$ cat config.mk
export PLATFORM = sky130hd
export DESIGN_NAME = aes_stream_feeder
export DESIGN_NICKNAME = d
export VERILOG_FILES = /design/src/rtl/aes_pkg.sv /design/src/rtl/aes_byte_packer.sv /design/src/rtl/aes_stream_feeder.sv
export SDC_FILE = /design/constraint.sdc
export NUM_CORES = 1
export LEC_CHECK = 0
export BUFFER_PORTS_ARGS = -buffer_cell sky130_fd_sc_hd__buf_2
export CORE_AREA = 2 2 259 261
export DETAILED_ROUTE_END_ITERATION = 10
export DIE_AREA = 0 0 261 263
export RECOVER_POWER = 25
export SETUP_SLACK_MARGIN = 0.1
export SLEW_MARGIN = 20
export SYNTH_ARGS = -nofsm -noshare
export SYNTH_HDL_FRONTEND = slang
export SYNTH_SLANG_ARGS = --single-unit
export TNS_END_PERCENT = 20
$ cat constraint.sdc
create_clock -name clk -period 1.9 [get_ports clk]
set_input_delay 0.19 -clock clk [delete_from_list [all_inputs] [get_ports clk]]
set_output_delay 0.19 -clock clk [all_outputs]
set_load 0.005 [all_outputs]
$ cat src/rtl/aes_pkg.sv
// Shared definitions for the AES byte-stream feeder, its core and benches.
package aes_pkg;

    localparam int AES_BLK_BYTES = 16;
    localparam int AES_BLK_W     = 128;

    typedef enum logic [1:0] {
        S_FILL  = 2'd0,
        S_ISSUE = 2'd1,
        S_WAIT  = 2'd2,
        S_HOLD  = 2'd3
    } feeder_state_e;

endpackage

$ cat src/rtl/aes_byte_packer.sv
// Packs accepted bytes MSB-first into a 128-bit block and flags the byte
// that completes the block.
module aes_byte_packer
    import aes_pkg::*;
(
    input  logic                 clk,
    input  logic [7:0]           byte_in,
    input  logic                 accept,
    input  logic                 clear,
    output logic [AES_BLK_W-1:0] blk,
    output logic                 full
);

    localparam int CNT_W = $clog2(AES_BLK_BYTES);
    localparam logic [CNT_W-1:0] CNT_LAST = CNT_W'(AES_BLK_BYTES - 1);

    logic [AES_BLK_W-1:0] shift_q, shift_d;
    logic [CNT_W-1:0]     cnt_q, cnt_d;

    always_comb begin
        shift_d = shift_q;
        cnt_d   = cnt_q;
        full    = 1'b0;
        if (clear) begin
            shift_d = '0;
            cnt_d   = '0;
        end else if (accept) begin
            shift_d = {shift_q[AES_BLK_W-9:0], byte_in};
            cnt_d   = cnt_q + CNT_W'(1);
            full    = (cnt_q == CNT_LAST);
        end
    end

    // The block includes the byte being accepted, so it is complete on the full strobe.
    assign blk = shift_d;

    always_ff @(posedge clk) begin
        shift_q <= shift_d;
        cnt_q   <= cnt_d;
    end

endmodule

$ cat src/rtl/aes_stream_feeder.sv
// Collects a byte stream into 128-bit blocks, hands each block to an AES core
// and presents the ciphertext on a valid/ready port, with a per-block timeout.
//
// state   | meaning
// S_FILL  | accepting plaintext bytes (in_ready=1)
// S_ISSUE | one-cycle aes_start pulse
// S_WAIT  | waiting for aes_done, timeout counter running
// S_HOLD  | ciphertext presented until out_ready
module aes_stream_feeder
    import aes_pkg::*;
#(
    parameter int TIMEOUT = 64
) (
    input  logic                 clk,
    input  logic                 rst,
    input  logic [7:0]           in_data,
    input  logic                 in_valid,
    output logic                 in_ready,
    input  logic [AES_BLK_W-1:0] key_in,
    output logic [AES_BLK_W-1:0] aes_plaintext,
    output logic [AES_BLK_W-1:0] aes_key,
    output logic                 aes_start,
    input  logic                 aes_done,
    input  logic [AES_BLK_W-1:0] aes_ciphertext,
    output logic [AES_BLK_W-1:0] out_data,
    output logic                 out_valid,
    input  logic                 out_ready,
    output logic [11:0]          blk_count,
    output logic                 err
);

    localparam int WAIT_W = (TIMEOUT > 2) ? $clog2(TIMEOUT) : 1;
    localparam logic [WAIT_W-1:0] WAIT_LAST = WAIT_W'(TIMEOUT - 1);

    feeder_state_e        state_q, state_d;
    logic [WAIT_W-1:0]    wait_cnt_q, wait_cnt_d;
    logic [AES_BLK_W-1:0] pt_q, pt_d;
    logic [AES_BLK_W-1:0] key_q, key_d;
    logic [AES_BLK_W-1:0] out_data_q, out_data_d;
    logic [11:0]          blk_count_q, blk_count_d;
    logic                 err_q, err_d;

    logic                 accept;
    logic                 pk_full;
    logic [AES_BLK_W-1:0] pk_blk;
    logic                 wait_expired;

    assign accept       = in_valid & in_ready;
    assign wait_expired = (state_q == S_WAIT) && !aes_done && (wait_cnt_q == WAIT_LAST);

    aes_byte_packer u_packer (
        .clk     (clk),
        .byte_in (in_data),
        .accept  (accept),
        .clear   (!rst),
        .blk     (pk_blk),
        .full    (pk_full)
    );

    always_ff @(posedge clk) begin
        if (!rst) begin
            state_q <= S_FILL;
        end else begin
            state_q <= state_d;
        end
    end

    always_comb begin
        state_d = state_q;
        case (state_q)
            S_FILL:  if (pk_full) state_d = S_ISSUE;
            S_ISSUE: state_d = S_WAIT;
            S_WAIT: begin
                if (aes_done) begin
                    state_d = S_HOLD;
                end else if (wait_expired) begin
                    state_d = S_FILL;
                end
            end
            S_HOLD:  if (out_ready) state_d = S_FILL;
            default: state_d = S_FILL;
        endcase
    end

    always_comb begin
        in_ready  = rst && (state_q == S_FILL);
        aes_start = (state_q == S_ISSUE);
        out_valid = (state_q == S_HOLD);
    end

    always_comb begin
        pt_d        = pt_q;
        key_d       = key_q;
        out_data_d  = out_data_q;
        blk_count_d = blk_count_q;
        err_d       = err_q;
        wait_cnt_d  = '0;
        if (pk_full) begin
            pt_d  = pk_blk;
            key_d = key_in;
        end
        if (state_q == S_WAIT && !aes_done && !wait_expired) begin
            wait_cnt_d = wait_cnt_q + WAIT_W'(1);
        end
        // aes_done takes priority over a coincident timeout.
        if (state_q == S_WAIT && aes_done) begin
            out_data_d = aes_ciphertext;
        end
        if (wait_expired) begin
            err_d = 1'b1;
        end
        if (state_q == S_HOLD && out_ready) begin
            blk_count_d = blk_count_q + 12'd1;
        end
    end

    always_ff @(posedge clk) begin
        if (!rst) begin
            wait_cnt_q  <= '0;
            pt_q        <= '0;
            key_q       <= '0;
            out_data_q  <= '0;
            blk_count_q <= '0;
            err_q       <= 1'b0;
        end else begin
            wait_cnt_q  <= wait_cnt_d;
            pt_q        <= pt_d;
            key_q       <= key_d;
            out_data_q  <= out_data_d;
            blk_count_q <= blk_count_d;
            err_q       <= err_d;
        end
    end

    assign aes_plaintext = pt_q;
    assign aes_key       = key_q;
    assign out_data      = out_data_q;
    assign blk_count     = blk_count_q;
    assign err           = err_q;

endmodule

==> impl_metrics.json, run 1 <==
{
  "initial_core_util_pct": 29.15,
  "tightest_slew_ns": 0.6239,
  "critPathBufInv": 2,
  "drive_gt1_share_pct": 20.32,
  "grt_use_met2_pct": 30.43,
  "power.density_nw_per_um2": 876.3,
  "path_max_fanout": 77,
  "postRouteAntennaNets": 0,
  "use_met1_pct": 23.63,
  "ir_drop_mv": 0.6719,
  "critPathCaptureType": "flop",
  "synth_warnings": 0,
  "crit_type": "reg -> reg",
  "final-seq-area_sq_um": 10590,
  "dpl.hpwl_mm": 45.57,
  "r2r_cells": 6,
  "cp.depth": 6,
  "syn_to_final_growth_pct": 46.41,
  "relSlewSlack_pct": 58.41,
  "die_w_um": 261,
  "synth-main-ff-cell": "dfxtp_1",
  "syn_area_sq_um": 19130,
  "fmax_ghz": 0.5834,
  "cap_violations": 0,
  "portBuffers": 668,
  "dieArea_sq_um": 68640,
  "drt_wl_total_mm": 69.40,
  "h-tree-depth": 2,
  "critPathLaunchType": "flop",
  "rsz0062_at_grt": "yes",
  "comb_power_share_pct": 7.1,
  "setup_viol": 0,
  "hold_violations": 0,
  "status": "finished, final reports clean",
  "yosysUniqueCellTypes": 36,
  "synth_edf_count": 0,
  "grt_pass1_wl_mm": 103.3,
  "cts_made_buffers": 58,
  "place_congestion": 0.8877,
  "clk_pin_slew_ns": 0.06,
  "first_pass_iters": 7,
  "routed_via_density": 4.628,
  "slowest_delay_ns": 0.37,
  "syn_nets": 2608,
  "fin_tns_setup_ns": 0,
  "synth_area_per_cell_sq_um": 8.190,
  "crit_path_top_delay_cell": "dfxtp_1",
  "first_iter_violations": 1487,
  "path_cells": "ha_1, and3_4, buf_16, buf_4, nand3_1, o21ai_0",
  "p_sw_share_pct": 23.64,
  "io_pins": 669,
  "clk_latency_ns": 0.63,
  "cts_tree": "built",
  "wl_per_cell_um": 16.93,
  "clockBufferDepth": 3,
  "rows": 94,
  "min_period_ns": 1.714,
  "multiInputGateArea_sq_um": 7742,
  "ys_async_sr_fraction_pct": 0,
  "cts_sinks": 529,
  "fillers": 6528,
  "num_vias": 18980,
  "fin_cells": 4100,
  "dp.cells": 3724,
  "route.detailed.drc": 0,
  "top_usage_layer": "met2",
  "die-height_um": 263,
  "grt_max_degree": 131,
  "antenna_found_initial": 2,
  "slew_viol_final": 0,
  "grt_pass1_vias": 18230,
  "path_delay_family": "buffers and inverters",
  "required_ns": 2.42,
  "fin_crit_sh_pct": 90.21,
  "arrival_ns": 2.24,
  "p_int_mw": 18.74,
  "fin_skew_ns": 0.02883,
  "pwr-share-clk_pct": 47.0,
  "leakage_nw": 10.83,
  "synth_seq_cells": 529,
  "fin_nets": 3461,
  "core-area_sq_um": 65630,
  "ys_seq_area_share_pct": 55.36,
  "overflow": 0,
  "hp-class": "in -> reg",
  "seq_power_share_pct": 45.9,
  "worstHoldPathCells": 4,
  "cts-root-buf": "clkbuf_16",
  "global_route.usage.met3_pct": 4.737,
  "p_switching_mw": 5.803,
  "track_usage_pct": 18.89,
  "syn_inst": 2336
}
final timing paths:
check,startpoint,to,slack [ns]
worst max-delay path,u_packer.cnt_q[0]$_SDFFE_PN0N_,aes_key[51]$_SDFFE_PN0P_,0.19
worst min-delay path,rst,aes_plaintext[124]$_SDFFE_PN0P_,0.04
worst max register to register,u_packer.cnt_q[0]$_SDFFE_PN0N_,aes_key[51]$_SDFFE_PN0P_,0.19
worst min register to register,u_packer.shift_q[1]$_DFF_P_,u_packer.shift_q[9]$_DFF_P_,0.45
cell type report:
| cell class | count | area share, % |
|---|---|---|
| clock buffer | 80 | 5.977 |
| antenna | 2 | 0.01787 |
| multi-input combinational | 1609 | 27.64 |
| timing repair buffer | 984 | 23.53 |
| sequential | 529 | 37.81 |
| clock inverter | 25 | 1.041 |
| inverter | 7 | 0.1206 |
| tap | 864 | 3.860 |
cells in the mapped netlist (2+ instances only):
cell         n  area (sq um)
a21oi_1    255          1276
buf_6        6         67.56
or4_1        4         30.03
nor2_1      10         37.54
nor4_1       5         31.28
inv_1        7         26.28
xnor2_1      2         17.52
nand2_1    889          3337
dfxtp_1    529         10590
o31ai_1      4         30.03
buf_4        9         67.56
o21a_1       2         15.01
nand4bb_1    2         22.52
clkbuf_1   161         604.3
buf_1       11         41.29
xor2_1       4         35.03
nand3_1    140         700.7
o21ai_1      4         20.02
nand4_1      5         31.28
o21ai_0    132         660.6
or3_1        2         12.51
mux2i_1    129          1291
o311a_1      2         20.02
nand2b_1     5         31.28
ha_1         3         37.54
buf_2        4         20.02
logic make-up (layout without fill, tap and decap cells):
group | Yosys count | in the layout | share of synthesized area (%)
AOI/OAI and AO/OA | 401 | 401 | 10.64
xor gates and xnor gates | 6 | 6 | 0.2747
adders and majority gates | 3 | 3 | 0.1962
buffers and inverters | 198 | 1096 | 4.323
DFF | 529 | 529 | 55.36
muxes | 129 | 129 | 6.750
other | 0 | 2 | 0
and+or+nand+nor | 1070 | 1070 | 22.46
power by group through the flow:
stage               combinational, mW  clock (mW)  sequential (mW)
global route                     1.88        12.4             11.3
finish                           1.74        11.5             11.3
floorplan                       0.603           0             11.5
global placement                 1.28           0             11.5
CTS                              1.74        11.9             11.3
detailed placement               1.28           0             11.5
timing repair:
| action | CTS | global route |
|---|---|---|
| endpoints found under the hold margin | 278 | 0 |
| gates resized for setup | 1 | 1 |
| hold buffers | 269 | 0 |
| endpoints found under the setup margin | 1 | 26 |
| buffers inserted | 0 | 0 |
flip-flops by register name (all words and copies together), names as in the netlist:
signal            count
u_packer.cnt_q        4
wait_cnt_q            6
blk_count            12
u_packer.shift_q    120
aes_plaintext       128
aes_key             128
err                   1
state_q               2
out_data            128
tightest hold or removal path, delay by kind of cell:
family,cells,cell delay [ns]
and+or+nand+nor,1,0.08
buffers and inverters,2,0.28
muxes,1,0.05
per-stage QoR:
step           instance area [sq um]  util (%)  hold WS [ns]  power (mW)  setup slack (ns)
2_1_floorplan                  19130         -        0.3204       12.10            0.1282
3_3_place_gp                   23540     35.87        0.4047       12.79            0.2385
3_5_place_dp                   23540     35.87        0.4111       12.79            0.2092
4_1_cts                        28200     42.97     0.0002818       24.91            0.1351
5_1_grt                        28000     42.67       0.02147       25.50           0.06285
6_report                       28010     42.68       0.04431       24.54            0.1861
metal layers:
layer | wire length, um | vias to the layer above
met3 | 5180 | 178
met1 | 29380 | 8767
met5 | 16 | -
met4 | 3326 | 2
li1 | - | 9361
met2 | 31500 | 667
placed cells by master, fill, tap and decap left out, types with 10 or more instances in the layout:
master / instances
nand2_1: 889
dfxtp_1: 529
buf_2: 505
dlygate4sd3_1: 269
a21oi_1: 255
clkbuf_1: 168
nand3_1: 140
o21ai_0: 132
mux2i_1: 129
clkbuf_16: 58
buf_12: 30
buf_4: 16
clkbuf_8: 14
clkinv_2: 12
nor2_1: 10
No activity file was read; power rests on OpenSTA's default activity.
==> inputs of run 2 (changes only) <==
--- a/config.mk
+++ b/config.mk
@@ -7,6 +7,7 @@
 export LEC_CHECK = 0
 export BUFFER_PORTS_ARGS = -buffer_cell sky130_fd_sc_hd__buf_2
 export CORE_AREA = 2 2 259 261
+export CTS_BUF_LIST = sky130_fd_sc_hd__clkbuf_2 sky130_fd_sc_hd__clkbuf_4 sky130_fd_sc_hd__clkbuf_8
 export DETAILED_ROUTE_END_ITERATION = 10
 export DIE_AREA = 0 0 261 263
 export RECOVER_POWER = 25
==> run 2 against run 1 <==
Effect of this change:
- sequential share of layout area is 0.20 points lower
- count of clock-buffer cells in the layout is 71 higher
- hold slack better by 0.016 ns
- largest cell class unchanged
==> impl_metrics.json, run 2 (synthesis gave the netlist of run 1 again) <==
{
  "status": "finished, final reports clean",
  "pre_cts_ws_ns": 0.2092,
  "route.detailed.drc": 0,
  "die_w_um": 261,
  "clk_latency_ns": 0.69,
  "leakage_nw": 10.96,
  "clk_pin_slew_ns": 0.06,
  "r2r_cells": 6,
  "seq_power_share_pct": 46.2,
  "drive_gt1_share_pct": 22.07,
  "io_pins": 669,
  "layout_common_cells": "nand2_1, dfxtp_1, buf_2",
  "core-area_sq_um": 65630,
  "fin_skew_ns": 0.03503,
  "cts-root-buf": "clkbuf_8",
  "num_vias": 19240,
  "first_pass_iters": 5,
  "arrival_ns": 2.30,
  "die-height_um": 263,
  "min_period_ns": 1.724,
  "portBuffers": 668,
  "r2r_end": "state_q[0]$_SDFFE_PN0P_",
  "cts_tree": "built",
  "routed_via_density": 4.616,
  "grt_pass1_vias": 18510,
  "tightest_slew_ns": 0.7261,
  "slew_viol_final": 0,
  "track_usage_pct": 19.27,
  "total_power_mw": 24.41,
  "cap_violations": 0,
  "fmax_ghz": 0.5801,
  "path_delay_family": "buffers and inverters",
  "rrSetupSlack_ns": 0.18,
  "path_cells": "buf_6, clkbuf_1, nor2b_1, o22ai_1, dlygate4sd3_1, o311a_1",
  "path_max_fanout": 6,
  "relSlewSlack_pct": 51.43,
  "postRouteAntennaNets": 0,
  "rows": 94,
  "worst_slack_ns": 0.1761,
  "holdPathEnd": "blk_count[1]$_SDFFE_PN0P_",
  "critPathLaunchType": "flop",
  "hp-class": "in -> reg",
  "fin_tns_setup_ns": 0,
  "place_congestion": 0.8877,
  "grt_pass1_wl_mm": 104.8,
  "dieArea_sq_um": 68640,
  "p_switching_mw": 5.852,
  "crit_path_top_delay_cell": "dlygate4sd3_1",
  "p_sw_share_pct": 23.97,
  "h-tree-depth": 3,
  "syn_to_final_growth_pct": 47.18,
  "power.density_nw_per_um2": 867.0,
  "comb_power_share_pct": 7.2,
  "first_iter_violations": 1541,
  "pwr-share-clk_pct": 46.6,
  "rsz0062_at_grt": "yes",
  "fin_cells": 4169,
  "ir_drop_mv": 0.4753,
  "fillers": 6555,
  "wl_per_cell_um": 17.02,
  "p_int_mw": 18.56,
  "dpl.hpwl_mm": 45.57,
  "grt_max_degree": 131,
  "critPathCaptureType": "flop",
  "drt_wl_total_mm": 70.96,
  "crit_type": "reg -> reg",
  "cts_sinks": 529,
  "mostFrequentLayoutCell": "nand2_1",
  "hold_violations": 0,
  "fin_crit_sh_pct": 90.73,
  "timing.rr.start": "state_q[1]$_SDFFE_PN0P_",
  "antenna_found_initial": 2,
  "slowest_delay_ns": 0.56,
  "required_ns": 2.48,
  "setup_viol": 0,
  "hold_start": "rst",
  "overflow": 0,
  "clockBufferDepth": 3,
  "worstHoldPathCells": 4,
  "cts_made_buffers": 93,
  "initial_core_util_pct": 29.15,
  "critPathBufInv": 3,
  "fin_nets": 3503,
  "dp.cells": 3724
}
-- run 2: layout make-up --
cell class	instances	area, sq um	area share (%)
flip-flops and latches	529	10590	37.61
multi-input cells	1609	7742	27.50
repair buffers	991	6661	23.66
clock buffers	151	1878	6.670
well taps	864	1081	3.839
clock inverters	16	165.2	0.5866
inverters	7	33.78	0.1200
diodes	2	5.005	0.01777
-- run 2: through the flow --
| step | hold WS, ns | cell area, sq um | utilization, % |
|---|---|---|---|
| after global routing | 0.04636 | 28150 | 42.90 |
| after global placement | 0.4047 | 23540 | 35.87 |
| after detailed placement | 0.4111 | 23540 | 35.87 |
| after floorplan | 0.3204 | 19130 | - |
| final | 0.06017 | 28160 | 42.90 |
| after CTS | 0.01461 | 28330 | 43.17 |
-- run 2: worst reg2reg max path, delay by kind of cell, from the launching register on --
kind,cells,cell delay (ns)
buffers and inverters,3,0.90
flip-flops,1,0.34
AO/OA/AOI/OAI,2,0.21
AND/OR/NAND/NOR,1,0.17
-- run 2: power groups by stage --
stage | clock network, mW | logic [mW] | registers, mW
finish | 11.4 | 1.77 | 11.3
global route | 12.2 | 1.90 | 11.3
CTS | 11.7 | 1.77 | 11.3
detailed placement | 0 | 1.28 | 11.5
global placement | 0 | 1.28 | 11.5
floorplan | 0 | 0.603 | 11.5
-- run 2: worst max-delay path by stage --
stage / start / end / slack, ns / cells past startpoint
floorplan: u_packer.cnt_q[0]$_SDFFE_PN0N_ / state_q[0]$_SDFFE_PN0P_ / 0.13 / 8
global placement: u_packer.cnt_q[0]$_SDFFE_PN0N_ / aes_plaintext[38]$_SDFFE_PN0P_ / 0.24 / 6
detailed placement: u_packer.cnt_q[0]$_SDFFE_PN0N_ / aes_plaintext[40]$_SDFFE_PN0P_ / 0.21 / 6
CTS: state_q[0]$_SDFFE_PN0P_ / out_valid / 0.10 / 4
global route: u_packer.cnt_q[0]$_SDFFE_PN0N_ / aes_key[108]$_SDFFE_PN0P_ / 0.08 / 6
finish: state_q[1]$_SDFFE_PN0P_ / state_q[0]$_SDFFE_PN0P_ / 0.18 / 6
-- run 2: repair_timing --
action                                  4_1_cts  5_1_grt
endpoints found under the hold margin       289        0
endpoints found under the setup margin        3       18
hold buffers                                270        0
gates resized for setup                       3        1
setup buffers                                 5        0
cloned                                        0        1
-- run 2: metal layers --
metal	GRT usage (%)	wire length (um)	vias up
met5	0	16	-
met4	9.966	3346	2
met3	4.872	5535	208
met2	30.93	32490	716
met1	23.76	29570	8872
li1	-	-	9446
